<file path="src/rtl/dmem_arbiter_pkg.sv">
`default_nettype none
// ============================================================================
//  Module      : dmem_arbiter_pkg
//  Description : Shared types for the load/store data-memory arbiter: the
//                split load/store queue request record and the arbiter FSM
//                state encoding.
//  Revision    : 1.0 - initial release
// ============================================================================
package dmem_arbiter_pkg;

   // One request from either the load queue or the store queue.  Stores use
   // addr/wmask/wdata; loads use addr/rmask plus the writeback tags.
   typedef struct packed {
      logic [31:0] addr;
      logic [3:0]  rmask;
      logic [3:0]  wmask;
      logic [31:0] wdata;
      logic [4:0]  rd;
      logic [5:0]  pd;
      logic [3:0]  rob_entry;
      logic [31:0] pc;
   } split_lsq_t;

   // Arbiter FSM states, explicit 2-bit encoding.
   typedef enum logic [1:0] {
      IDLE       = 2'd0,
      STORE_WAIT = 2'd1,
      LOAD_WAIT  = 2'd2,
      LOAD_DROP  = 2'd3
   } arb_state_e;

   // Width of a counter able to hold values 0..limit inclusive.
   function automatic int unsigned cnt_width(input int unsigned limit);
      return (limit < 1) ? 1 : $clog2(limit + 1);
   endfunction

endpackage : dmem_arbiter_pkg
`default_nettype wire

</file>
<file path="src/rtl/dmem_arbiter.sv">
`default_nettype none
// ============================================================================
//  Module      : dmem_arbiter
//  Description : Single-port data-cache arbiter between the store queue head
//                and the load queue.  One request is latched at a time and
//                presented to the cache until it responds.  Stores win by
//                default; a waiting load is forced after STARVE_LIMIT
//                consecutive store grants.  A pipeline flush drops an
//                outstanding load response but never aborts a store.
//  Revision    : 1.0 - initial release
// ============================================================================
module dmem_arbiter
   import dmem_arbiter_pkg::*;
#(
   parameter int unsigned STARVE_LIMIT = 4
) (
   input  logic        clk,
   input  logic        rst,
   input  logic        flush,

   input  logic        store_req,
   input  split_lsq_t  store_queue_req,
   output logic        store_ack,

   input  logic        load_req,
   input  split_lsq_t  load_queue_req,
   output logic        load_ack,
   output logic [31:0] load_rdata,
   output split_lsq_t  load_resp,

   output logic [31:0] dmem_addr,
   output logic [3:0]  dmem_rmask,
   output logic [3:0]  dmem_wmask,
   output logic [31:0] dmem_wdata,
   input  logic [31:0] dmem_rdata,
   input  logic        dmem_resp
);

   localparam int unsigned CNT_W = cnt_width(STARVE_LIMIT);
   localparam logic [CNT_W-1:0] LIMIT = CNT_W'(STARVE_LIMIT);

   arb_state_e       state_q, state_d;
   logic [CNT_W-1:0] starve_cnt_q, starve_cnt_d;
   split_lsq_t       req_q, req_d;
   split_lsq_t       load_resp_q, load_resp_d;

   logic             store_grant;
   logic             load_grant;

   // Grants are only issued from IDLE and never in a flush cycle; the store
   // wins unless the waiting load has been starved long enough.
   always_comb begin
      store_grant = 1'b0;
      load_grant  = 1'b0;
      if (state_q == IDLE && !flush) begin
         if (store_req && (starve_cnt_q < LIMIT)) begin
            store_grant = 1'b1;
         end else if (load_req) begin
            load_grant = 1'b1;
         end
      end
   end

   // Next-state, request latch and starvation counter update.
   always_comb begin
      state_d      = state_q;
      starve_cnt_d = starve_cnt_q;
      req_d        = req_q;
      load_resp_d  = load_resp_q;
      case (state_q)
         IDLE: begin
            if (store_grant) begin
               state_d = STORE_WAIT;
               req_d   = store_queue_req;
               if (load_req && (starve_cnt_q != LIMIT)) begin
                  starve_cnt_d = starve_cnt_q + 1'b1;
               end
            end else if (load_grant) begin
               state_d      = LOAD_WAIT;
               req_d        = load_queue_req;
               load_resp_d  = load_queue_req;
               starve_cnt_d = '0;
            end
         end
         STORE_WAIT: begin
            // A flush never aborts a committed store.
            if (dmem_resp) begin
               state_d = IDLE;
            end
         end
         LOAD_WAIT: begin
            if (dmem_resp) begin
               state_d = IDLE;
            end else if (flush) begin
               state_d = LOAD_DROP;
            end
         end
         LOAD_DROP: begin
            // Cache still owes a response for the killed load; swallow it.
            if (dmem_resp) begin
               state_d = IDLE;
            end
         end
         default: begin
            state_d = IDLE;
         end
      endcase
   end

   // State registers; reset dominates flush and any cache response.
   always_ff @(posedge clk) begin
      if (rst) begin
         state_q      <= IDLE;
         starve_cnt_q <= '0;
         req_q        <= '0;
         load_resp_q  <= '0;
      end else begin
         state_q      <= state_d;
         starve_cnt_q <= starve_cnt_d;
         req_q        <= req_d;
         load_resp_q  <= load_resp_d;
      end
   end

   // Cache request is driven from the latch; masks are qualified by state so
   // IDLE and LOAD_DROP present no access.
   always_comb begin
      dmem_addr  = req_q.addr;
      dmem_rmask = 4'b0000;
      dmem_wmask = 4'b0000;
      dmem_wdata = 32'h0000_0000;
      if (state_q == STORE_WAIT) begin
         dmem_wmask = req_q.wmask;
         dmem_wdata = req_q.wdata;
      end else if (state_q == LOAD_WAIT) begin
         dmem_rmask = req_q.rmask;
      end
   end

   // Acks follow the cache response in the same cycle; a load killed by a
   // coincident flush is not acknowledged.
   always_comb begin
      store_ack  = !rst && (state_q == STORE_WAIT) && dmem_resp;
      load_ack   = !rst && (state_q == LOAD_WAIT) && dmem_resp && !flush;
      load_rdata = dmem_rdata;
      load_resp  = load_resp_q;
   end

   // Writeback tags in the shared latch are carried only for load_resp.
   logic unused_req_bits;
   assign unused_req_bits = ^{req_q.rd, req_q.pd, req_q.rob_entry, req_q.pc};

endmodule : dmem_arbiter
`default_nettype wire
</file>
<file path="config.mk">
export PLATFORM = sky130hd
export DESIGN_NAME = dmem_arbiter
export DESIGN_NICKNAME = d
export VERILOG_FILES = /design/src/rtl/dmem_arbiter_pkg.sv /design/src/rtl/dmem_arbiter.sv
export SDC_FILE = /design/constraint.sdc
export NUM_CORES = 1
export LEC_CHECK = 0
export ABC_CLOCK_PERIOD_IN_PS = 3900
export BUFFER_PORTS_ARGS = -buffer_cell sky130_fd_sc_hd__buf_2
export CORE_AREA = 2 2 195 197
export DETAILED_ROUTE_END_ITERATION = 12
export DIE_AREA = 0 0 197 199
export PLACE_DENSITY = 0.44
export SYNTH_ARGS = -nofsm -noshare
export SYNTH_HDL_FRONTEND = slang
export SYNTH_SLANG_ARGS = --single-unit
</file>
<file path="constraint.sdc">
create_clock -name clk -period 3.9 [get_ports clk]
set_clock_uncertainty 0.2 [all_clocks]
set_input_delay 0.585 -clock clk [delete_from_list [all_inputs] [get_ports clk]]
set_output_delay 0.585 -clock clk [all_outputs]
set_load 0.1 [all_outputs]
</file>
==> results.sh <==
export IMPL_tightest_slew_ns=0.884
export IMPL_num_rows=71
export IMPL_first_global_vias=8508
export IMPL_fin_ws_ns=0.848
export IMPL_ys_top_cells_by_area="dfxtp_1, o21ai_0, a311oi_1, a21oi_1, nand3_1"
export IMPL_p_per_area_mw_per_mm2=477
export IMPL_cts_htree_levels=4
export IMPL_grt_max_degree=195
export IMPL_worst_setup_path_start_kind="register"
export IMPL_synth_edf_count=0
export IMPL_numClockSinks=196
export IMPL_first_iter_violations=390
export IMPL_reg2reg_slack_ns=1.56
export IMPL_whs_path_depth=3
export IMPL_drtAntennaViolNets=0
export IMPL_ys_seq_area_frac=0.463
export IMPL_firstDrtPassIters=5
export IMPL_port_buffers=389
export IMPL_slew_headroom=0.411
export IMPL_synth_yosys_warnings=0
export IMPL_ir_drop_uv=298
export IMPL_design_area_mm2=0.0109
export IMPL_holdWs_ns=0.175
export IMPL_min_from="load_queue_req[42]"
export IMPL_synthFlopType="dfxtp_1"
export IMPL_final_nets=1540
export IMPL_post_route_min_period_ns=3.05
export IMPL_syn_num_nets=1299
export IMPL_ys_ff_latch=196
export IMPL_clockRootBuffer="clkbuf_16"
export IMPL_drt_wl_total_um=33900
export IMPL_grt_pass1_wl_um=50500
export IMPL_crit_required_ns=3.12
export IMPL_slew_viol_final=0
export IMPL_cts_hold_fix_buffers=0
export IMPL_dp_cells=1717
export IMPL_die_w_um=197
export IMPL_cap_violations=0
export IMPL_yosys_area_top_type_share=0.463
export IMPL_hold_path_class="primary input to register"
export IMPL_r2r_end="req_q[76]$_SDFFE_PP0P_"
export IMPL_drive_above_1_share=0.347
export IMPL_dp_hpwl_um=21500
export IMPL_end_kind="primary output"
export IMPL_critPathKind="register to primary output"
export IMPL_cts_resized=0
export IMPL_async_flop_share=0
export IMPL_instances_no_fill=1751
export IMPL_cts_tree="built"
export IMPL_finalSetupTns_ns=0
export IMPL_cts_path_max_buffers=2
export IMPL_grt_overflow_total=0
export IMPL_status="complete, no violations"
export IMPL_syn_area_mm2=0.00847
export IMPL_reg2reg_from="state_q[1]$_SDFFE_PP0P_"
export IMPL_syn_inst=1021
export IMPL_hold_path_end="load_resp[42]$_SDFFE_PP0P_"
export IMPL_routed_via_density=4.96
export IMPL_place_area_mm2=0.0103
export IMPL_ff2ff_path_depth=4
export IMPL_antenna_found_initial=5
export IMPL_die_h_um=199
export IMPL_max_freq_mhz=328
export IMPL_dp_slack_ns=1.23
export IMPL_vias=8689
export IMPL_synth_distinct_cells=26
export IMPL_avgSynthCellArea_um2=8.30
export IMPL_synth_top_area_cell="dfxtp_1"
export IMPL_clk_pin_slew_ns=0.08
export IMPL_yosysMostFrequentCell="dfxtp_1"
export IMPL_numCtsBuffers=17
export IMPL_area_growth_pct=28.6
export IMPL_fin_crit_sh=0.783
export IMPL_crit_fanout=32
export IMPL_setup_viol=0
export IMPL_die_area_mm2=0.0392
export IMPL_io_pins=501
export IMPL_drc_errors=0
export IMPL_start_util=0.228
export IMPL_arrival_ns=2.27
export IMPL_detail_route_wl_per_cell_um=19.3
export IMPL_leakage_nw=4.51
export IMPL_rsz0062_at_grt="no"
export IMPL_crit_slowest_cell="dfxtp_1"
export IMPL_cts_setup_buffers=0
export IMPL_path_cells="and2b_1 > buf_4 > and2_1 > buf_2"
export IMPL_cp_slowest_stage_delay_ns=0.48
export IMPL_coreArea_mm2=0.0371
export IMPL_grtUsageTotal=0.166
export IMPL_hold_viol_final=0
export IMPL_clock_latency_ns=0.44
export IMPL_synth_commonest_cells="dfxtp_1, o21ai_0, a21oi_1"
export IMPL_finalWeightedCongestion=0.743
how the worst max path moves through the flow:
stage	startpoint	end	slack, ns	depth (start not counted)
after floorplan	rst	load_ack	0.33	3
after global placement	state_q[0]$_SDFFE_PP0P_	store_ack	1.25	4
after detailed placement	state_q[0]$_SDFFE_PP0P_	dmem_wdata[9]	1.23	4
after CTS	state_q[0]$_SDFFE_PP0P_	dmem_wdata[9]	0.72	4
after global routing	state_q[0]$_SDFFE_PP0P_	store_ack	0.63	4
final	state_q[0]$_SDFFE_PP0P_	dmem_wmask[2]	0.85	4
power by group:
group	switching [W]	leakage, nW	internal, W
logic	0.000918	2.61	0.000234
clock network	0.000850	0.293	0.00105
registers	0.0000483	1.60	0.00211
total	0.00182	4.51	0.00339
registers in the layout, indices dropped and copies added (netlist names):
signal,flops
load_resp,119
starve_cnt_q,3
dmem_addr,32
req_q,40
state_q,2
layout by cell type, fill, tap and decap left out, types with 2 or more instances in the layout:
master      count
nand3_1       120
and2_1         40
o21ai_0       191
dfxtp_1       196
nand2_1         4
inv_1           2
buf_4           9
nand4_1         2
clkinvlp_4      2
diode_2         3
inv_6           3
bufinv_16       3
clkinv_2        2
ha_1            2
buf_2         388
a21oi_1       125
a311oi_1       72
clkbuf_8        2
clkbuf_16      17
buf_12          6
nor3_1         73
cell families after synthesis:
group,count (synthesis),share of synthesized area
buffers and inverters,184,0.114
AND/OR/NAND/NOR,251,0.159
adder cells (fa/ha/maj),2,0.00295
AO/OA/AOI/OAI,388,0.261
flip-flops,196,0.463
final cells by class:
type,count,area [um2]
flip-flops and latches,196,3920
clock buffers,20,457
multi-input cells,641,3620
well taps,474,593
inverters,2,7.51
clock inverters,11,150
fillers,4092,26200
diodes,3,7.51
repair buffers,404,2140
stage by stage:
step / utilization / power, W
2_1_floorplan: - / 0.00324
3_3_place_gp: 0.277 / 0.00336
3_5_place_dp: 0.277 / 0.00336
4_1_cts: 0.293 / 0.00530
5_1_grt: 0.294 / 0.00543
6_report: 0.294 / 0.00520
worst max-delay path: cells and delay by family (launching register included):
| kind | cells | cell delay (ns) |
|---|---|---|
| flip-flops | 1 | 0.48 |
| buffers and inverters | 2 | 0.80 |
| AND/OR/NAND/NOR | 2 | 0.53 |
layer usage:
layer	up-vias	GRT usage	wire, um	share of wire
met4	4	0.0699	792	0.023
met2	336	0.269	16100	0.47
met1	4148	0.204	14400	0.42
met3	54	0.0495	2610	0.077
met5	-	0	15	0.00044
li1	4147	-	-	-
Note: power is estimated with default switching activity, not from simulation.
